--- src/rtl/mem_port_arbiter.sv ---
// mem_port_arbiter
// Shares one single-ported, synchronous-read memory between the instruction
// fetch requester and the data (load/store) requester. At most one access is
// issued per cycle. Read data comes back one cycle after the grant, tagged to
// its owner. Data normally wins. A streak counter bounds how many data grants
// can pass a waiting fetch before the fetch is forced through.
//
// Ports
//   clk, rst_n              clock, synchronous active-low reset
//   fetch_req/addr/kill     fetch request, word address, redirect kill
//   fetch_gnt               fetch accepted this cycle
//   fetch_rvalid/rdata      fetch response, one cycle after the grant
//   data_req/addr/wdata/wbe data request; wbe==0 means load
//   data_gnt                data accepted; a store completes this cycle
//   data_rvalid/rdata       load response, one cycle after the grant
//   mem_en/addr/din/we      memory port drive
//   mem_dout                memory read data, valid the cycle after a read
module mem_port_arbiter #(
  parameter int ADDR_W          = 14,
  parameter int MAX_DATA_STREAK = 4
) (
  input  logic              clk,
  input  logic              rst_n,

  input  logic              fetch_req,
  input  logic [ADDR_W-1:0] fetch_addr,
  input  logic              fetch_kill,
  output logic              fetch_gnt,
  output logic              fetch_rvalid,
  output logic [31:0]       fetch_rdata,

  input  logic              data_req,
  input  logic [ADDR_W-1:0] data_addr,
  input  logic [31:0]       data_wdata,
  input  logic [3:0]        data_wbe,
  output logic              data_gnt,
  output logic              data_rvalid,
  output logic [31:0]       data_rdata,

  output logic              mem_en,
  output logic [ADDR_W-1:0] mem_addr,
  output logic [31:0]       mem_din,
  output logic [3:0]        mem_we,
  input  logic [31:0]       mem_dout
);

  // The counter must be able to hold MAX_DATA_STREAK; keep at least one bit
  // so the MAX_DATA_STREAK==0 configuration still elaborates cleanly.
  localparam int STREAK_W = (MAX_DATA_STREAK < 1) ? 1 : $clog2(MAX_DATA_STREAK + 1);
  localparam logic [STREAK_W-1:0] STREAK_MAX = STREAK_W'(MAX_DATA_STREAK);

  typedef enum logic [1:0] {
    IDLE,
    RSP_FETCH,
    RSP_DATA
  } rsp_state_t;

  rsp_state_t          state;
  rsp_state_t          state_next;
  logic [STREAK_W-1:0] streak;
  logic [STREAK_W-1:0] streak_next;
  logic                force_fetch;
  logic                fetch_win;
  logic                data_win;

  // Arbitration. Data wins unless a waiting fetch has already been passed
  // MAX_DATA_STREAK times. Both grants are held low during reset so the
  // pipeline sees a quiet port even before the state has been cleared.
  always_comb begin
    force_fetch = fetch_req && (streak == STREAK_MAX);
    data_win    = rst_n && data_req && !force_fetch;
    fetch_win   = rst_n && fetch_req && !data_win;
  end

  assign fetch_gnt = fetch_win;
  assign data_gnt  = data_win;

  // Memory port drive. Address and write data follow the winner; the write
  // enables are only ever non-zero for a data grant, so a fetch or an idle
  // cycle can never corrupt memory.
  always_comb begin
    mem_en   = fetch_win | data_win;
    mem_addr = data_win ? data_addr : fetch_addr;
    mem_din  = data_wdata;
    mem_we   = data_win ? data_wbe : 4'b0000;
  end

  // Streak counter: counts data grants that overtook a waiting fetch. It
  // restarts whenever the fetch side is served or stops asking, and holds at
  // its ceiling (fetch is forced on that cycle anyway).
  always_comb begin
    streak_next = streak;
    if (!fetch_req || fetch_win) begin
      streak_next = '0;
    end else if (data_win && (streak != STREAK_MAX)) begin
      streak_next = streak + STREAK_W'(1);
    end
  end

  always_ff @(posedge clk) begin
    if (!rst_n) begin
      streak <= '0;
    end else begin
      streak <= streak_next;
    end
  end

  // Response FSM state register. The state for the response cycle is decided
  // entirely by what was granted in the previous cycle, so back-to-back reads
  // chain directly from one owner to the other with no bubble.
  always_ff @(posedge clk) begin
    if (!rst_n) begin
      state <= IDLE;
    end else begin
      state <= state_next;
    end
  end

  // Next-state and response outputs. A fetch killed in its grant cycle never
  // becomes a response; a kill in the response cycle just hides the valid.
  // Loads are never affected by fetch_kill. Valids are gated by rst_n so an
  // in-flight read is dropped as soon as reset is seen.
  always_comb begin
    state_next   = IDLE;
    fetch_rvalid = 1'b0;
    data_rvalid  = 1'b0;

    if (fetch_win && !fetch_kill) begin
      state_next = RSP_FETCH;
    end else if (data_win && (data_wbe == 4'b0000)) begin
      state_next = RSP_DATA;
    end

    if (rst_n) begin
      fetch_rvalid = (state == RSP_FETCH) && !fetch_kill;
      data_rvalid  = (state == RSP_DATA);
    end
  end

  assign fetch_rdata = mem_dout;
  assign data_rdata  = mem_dout;

endmodule
--- config.mk ---
export PLATFORM = sky130hd
export DESIGN_NAME = mem_port_arbiter
export DESIGN_NICKNAME = d
export VERILOG_FILES = /design/src/rtl/mem_port_arbiter.sv
export SDC_FILE = /design/constraint.sdc
export NUM_CORES = 1
export LEC_CHECK = 0
export BUFFER_PORTS_ARGS = -buffer_cell sky130_fd_sc_hd__clkbuf_2
export CORE_AREA = 2 2 86 88
export DETAILED_ROUTE_END_ITERATION = 10
export DIE_AREA = 0 0 88 90
export GPL_TIMING_DRIVEN = 1
export PLACE_DENSITY = 0.67
export SYNTH_ARGS = -nofsm -noshare
export SYNTH_HDL_FRONTEND = slang
export SYNTH_SLANG_ARGS = --single-unit
--- constraint.sdc ---
create_clock -name clk -period 2.75 [get_ports clk]
set_clock_uncertainty 0.15 [all_clocks]
set_input_delay 0.825 -clock clk [delete_from_list [all_inputs] [get_ports clk]]
set_output_delay 0.825 -clock clk [all_outputs]
set_load 0.1 [all_outputs]
After elaboration in Yosys (flattened, before gate mapping)
Index checks and enable logic that the tools add are counted.
{"block": "word_totals", "reg_bits": 5, "input_bits": 101, "out_inout_bits": 119, "word_cells": 33}
{"block": "op_classes", "addsub": 1, "n_eq_ne": 4, "muxes": 6, "n_bitwise": 2, "reduce_logical": 17}
{"cell": "$mux W14", "count": 1}
{"cell": "$logic_and A1 B1 Y1", "count": 9}
{"cell": "$logic_not A1 Y1", "count": 4}
{"cell": "$logic_not A4 Y1", "count": 1}
{"cell": "$mux W4", "count": 1}
{"cell": "$reduce_or A2 Y1", "count": 2}
{"cell": "$add A3 B1 Y3 const B", "count": 1}
{"cell": "$eq A3 B3 Y1 const B", "count": 1}
{"cell": "$mux W1", "count": 3}
{"cell": "$ne A3 B3 Y1 const B", "count": 1}
{"cell": "$eq A2 B1 Y1 const B", "count": 1}
{"cell": "$eq A2 B2 Y1 const B", "count": 1}
{"cell": "$mux W2", "count": 1}
{"cell": "$logic_or A1 B1 Y1", "count": 1}
{"cell": "$not A1 Y1", "count": 1}
{"cell": "$or A1 B1 Y1", "count": 1}

Depth between registers and ports, before layout
Gate-level depths: netlist (run 1).
{"block": "depth", "ltp_word": 8, "depth_mapped": 6, "ltp_nobuf": 6}

Least setup slack after synthesis (run 1)
No wires, ideal clock.
{"block": "synth_timing", "path_kind": "input to output", "from": "input fetch_kill", "to": "output fetch_rvalid", "arrival_time_ps": 3713, "required_time_ps": 1775, "path_slack_ps": -1938, "cell_stages": 1, "n_path_buf": 0, "cell_sequence": "nor4bb_1"}
{"block": "synth_via", "elab_chain_cells": 3}
{"item": "from (decl)", "line": "27", "text": "input logic fetch_kill,"}
{"item": "$logic_not A1 Y1", "line": "135", "text": "fetch_rvalid = (state == RSP_FETCH) && !fetch_kill;"}
{"item": "$logic_and A1 B1 Y1", "line": "135"}
{"item": "$mux W1", "line": "134", "text": "if (rst_n) begin"}
{"item": "to (decl)", "line": "29", "text": "output logic fetch_rvalid,"}
No other way between the ends.

Worst setup path in the final report (run 1)
{"block": "layout_timing", "from": "input fetch_req", "to": "output mem_addr[4]"}
{"block": "layout_via", "elab_chain_cells": 4}
{"item": "from (decl)", "line": "25", "text": "input logic fetch_req,"}
{"item": "$logic_and A1 B1 Y1", "line": "70", "text": "force_fetch = fetch_req && (streak == STREAK_MAX);"}
{"item": "$logic_not A1 Y1", "line": "71", "text": "data_win = rst_n && data_req && !force_fetch;"}
{"item": "$logic_and A1 B1 Y1", "line": "71"}
{"item": "$mux W14", "line": "83", "text": "mem_addr = data_win ? data_addr : fetch_addr;"}
{"item": "to (decl)", "line": "41", "text": "output logic [ADDR_W-1:0] mem_addr,"}
No other way between the ends.

==> results of run 1 <==
==> worst reg2reg max path, delay by kind of cell, from the launching register on <==
kind	cells	cell delay [ps]
buffers and inverters	4	470
AND/OR/NAND/NOR	3	390
flip-flops	1	320
adder cells (fa/ha/maj)	1	230
==> worst min path at each step <==
stage / slack, ps / endpoint / start / cells after the start
after CTS: 300 / streak[0] / streak[0] / 1
after floorplan: 270 / streak[0] / streak[0] / 1
final: 260 / streak[0] / streak[0] / 1
after detailed placement: 290 / streak[0] / streak[0] / 1
after global routing: 290 / streak[0] / streak[0] / 1
after global placement: 280 / streak[0] / streak[0] / 1
==> cells in the final DEF (no fill, tap or decap), types with 2 or more instances in the layout <==
cell      instances
clkbuf_2         35
buf_12           24
mux2_4           12
and2_4            4
buf_4             4
dfxtp_1           4
inv_1             3
nand2_1           3
nor2_1            3
clkbuf_8          3
nand3_4           2
mux2_2            2
ha_1              2
==> cell type report <==
type,instances,share of cell area (%)
repair buffers,66,51.2
clock buffers,4,3.13
inverters,4,1.30
multi-input cells,38,28.7
well taps,99,8.61
flip-flops and latches,5,7.04
==> metal layers <==
metal / vias to the layer above / global-route usage, % / part of all wire [%]
met3: 24 / 3.03 / 14
li1: 309 / - / -
met5: - / 0 / 0
met4: 0 / 5.38 / 5.5
met1: 293 / 4.03 / 29
met2: 63 / 8.08 / 51
==> registers in the layout, indices dropped and copies added, names as in the netlist <==
signal	flops
state	2
streak	3
==> power by group through the flow <==
stage | sequential, mW | combinational, mW | clock (mW)
after floorplan | 0.0759 | 0.860 | 0
after global placement | 0.0760 | 0.338 | 0
after detailed placement | 0.0762 | 0.340 | 0
after CTS | 0.0751 | 0.343 | 0.140
after global routing | 0.0753 | 0.358 | 0.147
final | 0.0752 | 0.347 | 0.134
==> cell families after synthesis <==
group	Yosys count	share of synthesized area (%)
AOI/OAI and AO/OA	2	1.03
buffers and inverters	101	61.7
muxes	15	16.9
and+or+nand+nor	19	10.0
DFF	5	8.26
adders and majority gates	2	2.07
==> repair_timing <==
item                                    CTS  global route
hold buffers                              0             0
cloned                                    0             1
resized for setup                         3             6
endpoints found under the setup margin    5            14
pin swaps                                 0             0
==> impl_metrics.csv, run 1 <==
group,metric,value,unit
run_status,status,"complete, but fails checks",
run_status,violations,"setup timing",
worst_setup_path,crit_required,1780,ps
global_routing,overflow,0,
floorplanning,rows,31,
route,wire_per_inst,10.4,um
cells_and_area,area_growth,18.8,%
cts,cts_tree,"done",
yosys,synth-edff-count,0,
placement,place_inst,211,
route,drc,0,
yosys,ys_top_cells_by_area,"buf_4, mux2_4, dfxtp_1, mux2_2, and2_1",
cells_and_area,seq_area,101,um2
timing,timing.final.ws_setup,-7.47,ps
placement,dp_hpwl,1910,um
worst_setup_path,critPathCaptureType,"primary output",
hold_path,hold_path.class,"flop to flop",
job,max_cap_viol_count,0,
power,switching_share,43.3,%
placement,pre_cts_ws,-11.8,ps
worst_setup_path,cp.arrival,1780,ps
worst_setup_path,path_class,"input port to primary output",
power,ir_drop,0.117,mV
worst_setup_path,critPathBufInv,3,
timing,fmax,363,MHz
route,drtPass1Iterations,2,
worst_setup_path,cp-startpoint,"fetch_req",
global_routing,grt.total_usage,5.11,%
yosys,netlist_top_cells_count,"buf_4, mux2_4, dfxtp_1",
timing,slew_headroom,82.7,%
power,p_per_area,387,mW/mm2
placement,place_congestion,0.684,
timing,fin_crit,2760,ps
worst_setup_path,worstPathMaxFanout,5,
timing,finalHoldViolations,0,
timing,hold_ws,262,ps
route,dr.first_iter.drc_count,4,
placement,io_buffer_count,59,
yosys,synth-main-ff-cell,"dfxtp_1",
worst_setup_path,reg2reg_depth,8,
floorplanning,core_area,0.00702,mm2
timing,worstMarginPinSlew,259,ps
cts,clk_pin_slew,30,ps
power,intPower,0.315,mW
route,routed_via_density,3.19,
timing,final.setup.tns,-28.8,ps
yosys,yosys_warnings,0,
timing,setup_viol,6,
yosys,syn_avg_cell_area,8.41,um2
cells_and_area,stdcell_count,216,
floorplanning,die_area,0.00792,mm2
power,power.clock.fraction,24.1,%
yosys,synth_most_common_cell,"buf_4",
global_routing,antenna_found_initial,0,
yosys,ys_seq_area_share,8.26,%
floorplanning,die_h,90,um
worst_setup_path,path_cells,"buf_8 -> nand3_4 -> nand3_4 -> clkbuf_16 -> mux2_4 -> buf_12",
worst_setup_path,reg2reg_to,"state[1]",
worst_setup_path,critPathMostFrequentCell,"nand3_4",
cts,clockBufferDepth,2,
worst_setup_path,cp_top_family,"buffers and inverters",
yosys,synth_nets,247,
cells_and_area,insertedDiodeCount,0,
power,p_seq_share,13.5,%
timing,min_period_over_period,100,%
worst_setup_path,startpoint_type,"input port",
timing,rsz0062_at_grt,"yes",
cts,h-tree-depth,1,
cts,post_cts_buffers,0,
route,finalWirelength,2260,um
power,leakagePower,0.670,nW
route,vias,689,
global_routing,grt_pass1_wl,3120,um
floorplanning,initial_utilization,17.3,%
cells_and_area,fin_area,0.00144,mm2
worst_setup_path,worstReg2RegStart,"streak[0]",
yosys,netlist_instances,144,
cts,clk_latency,220,ps
worst_setup_path,endpoint,"mem_addr[4]",
cells_and_area,fillers,756,
timing,slew_viol_final,0,
global_routing,grt_max_degree,12,
yosys,netlist_area,0.00121,mm2
power,combPwrFrac,62.4,%
cells_and_area,drive_gt1_share,79.5,%
cts,cts_made_buffers,3,
placement,place_area,0.00134,mm2
worst_setup_path,cp_slowest_cell,"mux2_4",
floorplanning,io_pins,220,
worst_setup_path,crit_cells,6,
cts,cts.sink_count,5,
global_routing,first_global_vias,723,
cells_and_area,nNetsFinal,221,
worst_setup_path,r2r_slack,1080,ps
worst_setup_path,crit_path_max_incr_delay,310,ps
route,final_antenna_net_count,0,
power,finalPower,0.556,mW
cells_and_area,utilization,20.5,%
yosys,synth_top_area_cell,"buf_4",
yosys,synth_top_area_share,59.5,%
floorplanning,dieWidth,88,um
cells_and_area,multiInputGateArea,413,um2
yosys,synth-seq-cells,5,
yosys,synth_cell_types,22,
yosys,async_reset_ff_share,0,%
cts,cts_root_buf,"clkbuf_8",
power,p_switching,0.241,mW
Note: power is estimated with default switching activity, not from simulation.
==> inputs of run 2 (changes only) <==
--- a/config.mk
+++ b/config.mk
@@ -6,11 +6,11 @@
 export NUM_CORES = 1
 export LEC_CHECK = 0
 export BUFFER_PORTS_ARGS = -buffer_cell sky130_fd_sc_hd__clkbuf_2
-export CORE_AREA = 2 2 86 88
+export CORE_AREA = 5 5 82 84
 export DETAILED_ROUTE_END_ITERATION = 10
-export DIE_AREA = 0 0 88 90
+export DIE_AREA = 0 0 87 89
 export GPL_TIMING_DRIVEN = 1
-export PLACE_DENSITY = 0.67
+export PLACE_DENSITY = 0.76
 export SYNTH_ARGS = -nofsm -noshare
 export SYNTH_HDL_FRONTEND = slang
 export SYNTH_SLANG_ARGS = --single-unit
==> impl_metrics.csv, run 2 (synthesized netlist as in run 1, its figures left out) <==
group,metric,value,unit
run_status,status,"complete, but fails checks",
run_status,violations,"setup timing",
floorplanning,die_h,89,um
worst_setup_path,worstPathMaxFanout,7,
worst_setup_path,cp.arrival,1810,ps
route,drtPass1Iterations,3,
worst_setup_path,crit_path_max_incr_delay,310,ps
power,leakagePower,0.671,nW
global_routing,grt_pass1_wl,3730,um
floorplanning,io_pins,220,
worst_setup_path,startpoint_type,"input port",
worst_setup_path,critPathBufInv,3,
cells_and_area,nNetsFinal,225,
cells_and_area,largest_register_ffs,3,
worst_setup_path,worstReg2RegStart,"streak[0]",
timing,slew_headroom,82.6,%
cts,h-tree-depth,1,
cts,cts_made_buffers,3,
timing,worstMarginPinSlew,260,ps
timing,finalHoldViolations,0,
route,finalWirelength,2650,um
floorplanning,die_area,0.00774,mm2
timing,final.setup.tns,-326,ps
power,finalPower,0.562,mW
route,dr.first_iter.drc_count,3,
cells_and_area,layout_common_cells,"clkbuf_2, buf_12, mux2_4",
floorplanning,core_area,0.00585,mm2
worst_setup_path,cp_slowest_cell,"mux2_4",
cts,cts.sink_count,5,
timing,hold_ws,297,ps
cells_and_area,layout_commonest_cell,"clkbuf_2",
timing,fmax,358,MHz
global_routing,grt.total_usage,6.14,%
floorplanning,rows,28,
route,routed_via_density,3.69,
route,final_antenna_net_count,0,
worst_setup_path,r2r_slack,1260,ps
worst_setup_path,path_class,"input port to primary output",
placement,place_congestion,0.628,
worst_setup_path,reg2reg_depth,7,
cts,clk_latency,220,ps
cells_and_area,largestRegisters,"streak (3), state (2)",
cells_and_area,utilization,24.3,%
worst_setup_path,cp_top_family,"buffers and inverters",
hold_path,hold_start,"streak[0]",
worst_setup_path,cp-startpoint,"fetch_req",
power,ir_drop,0.207,mV
route,vias,724,
global_routing,met1_usage,5.74,%
timing,fin_crit,2790,ps
floorplanning,dieWidth,87,um
global_routing,grt_busiest_layer,"met2",
cells_and_area,area_growth,17.1,%
timing,min_period_over_period,101,%
cells_and_area,fin_area,0.00142,mm2
hold_path,worstHoldEndpoint,"streak[0]",
cells_and_area,regMostFlops,"streak",
route,drc,0,
cells_and_area,fillers,604,
worst_setup_path,critPathCaptureType,"primary output",
route,wire_per_inst,13.5,um
cts,clk_pin_slew,40,ps
global_routing,first_global_vias,786,
placement,place_area,0.00131,mm2
timing,slew_viol_final,0,
cells_and_area,insertedDiodeCount,0,
worst_setup_path,reg2reg_to,"state[1]",
timing,rsz0062_at_grt,"yes",
cts,cts_root_buf,"clkbuf_8",
global_routing,gr-usage-met3,2.67,%
power,p_per_area,396,mW/mm2
cts,ctsHoldBuffers,0,
cts,clockBufferDepth,2,
placement,io_buffer_count,59,
timing,timing.final.ws_setup,-39.8,ps
timing,setup_viol,14,
placement,dp_hpwl,2290,um
hold_path,hold_path.class,"flop to flop",
cts,cts_tree,"done",
cells_and_area,drive_gt1_share,79.3,%
global_routing,antenna_found_initial,0,
job,max_cap_viol_count,0,
hold_path,whs_path_depth,1,
global_routing,overflow,0,
worst_setup_path,crit_required,1780,ps
floorplanning,initial_utilization,20.7,%
worst_setup_path,path_cells,"clkbuf_16 -> nand3_4 -> nand3_4 -> buf_12 -> mux2_4 -> buf_12",
global_routing,use_met2,10.2,%
global_routing,grt_max_degree,8,
run 2: worst max-delay path by stage:
stage / slack, ps / depth (start not counted) / endpoint
finish: -40 / 6 / mem_addr[6]
global route: -90 / 6 / mem_addr[6]
CTS: -70 / 6 / mem_addr[6]
detailed placement: -110 / 6 / mem_addr[5]
global placement: -80 / 6 / mem_addr[9]
floorplan: -260 / 4 / mem_we[1]
run 2: area by class of cell:
class                      count  area, um2  area share, %
inverter                       4       18.8           1.32
clock buffer                   4       45.0           3.17
sequential                     5        100           7.05
tap                           75       93.8           6.61
timing repair buffer          70        759           53.5
multi-input combinational     38        402           28.3
run 2: per-stage QoR:
step                cells  worst slack, ps
finish                196            -39.8
global route          196            -93.1
CTS                   194            -65.8
detailed placement    187             -108
global placement      187            -80.4
floorplan             144             -260
run 2: per-layer routing:
metal  routed length [um]  vias up  share of wire (%)
li1                     -      313                  -
met1                  775      313                 29
met2                 1350       65                 51
met3                  373       33                 14
met4                  143        0                5.4
met5                    0        -                  0
run 2: power breakdown:
group	switching, mW	internal [mW]	total [mW]
sequential	0.000767	0.0742	0.0749
combinational	0.207	0.141	0.348
clock	0.0388	0.0998	0.139
run 2: repair_timing:
item,4_1_cts,5_1_grt
setup endpoints to repair,14,16
hold endpoints to repair,0,0
setup buffers,3,2
cloned,0,0
gates resized for setup,4,0
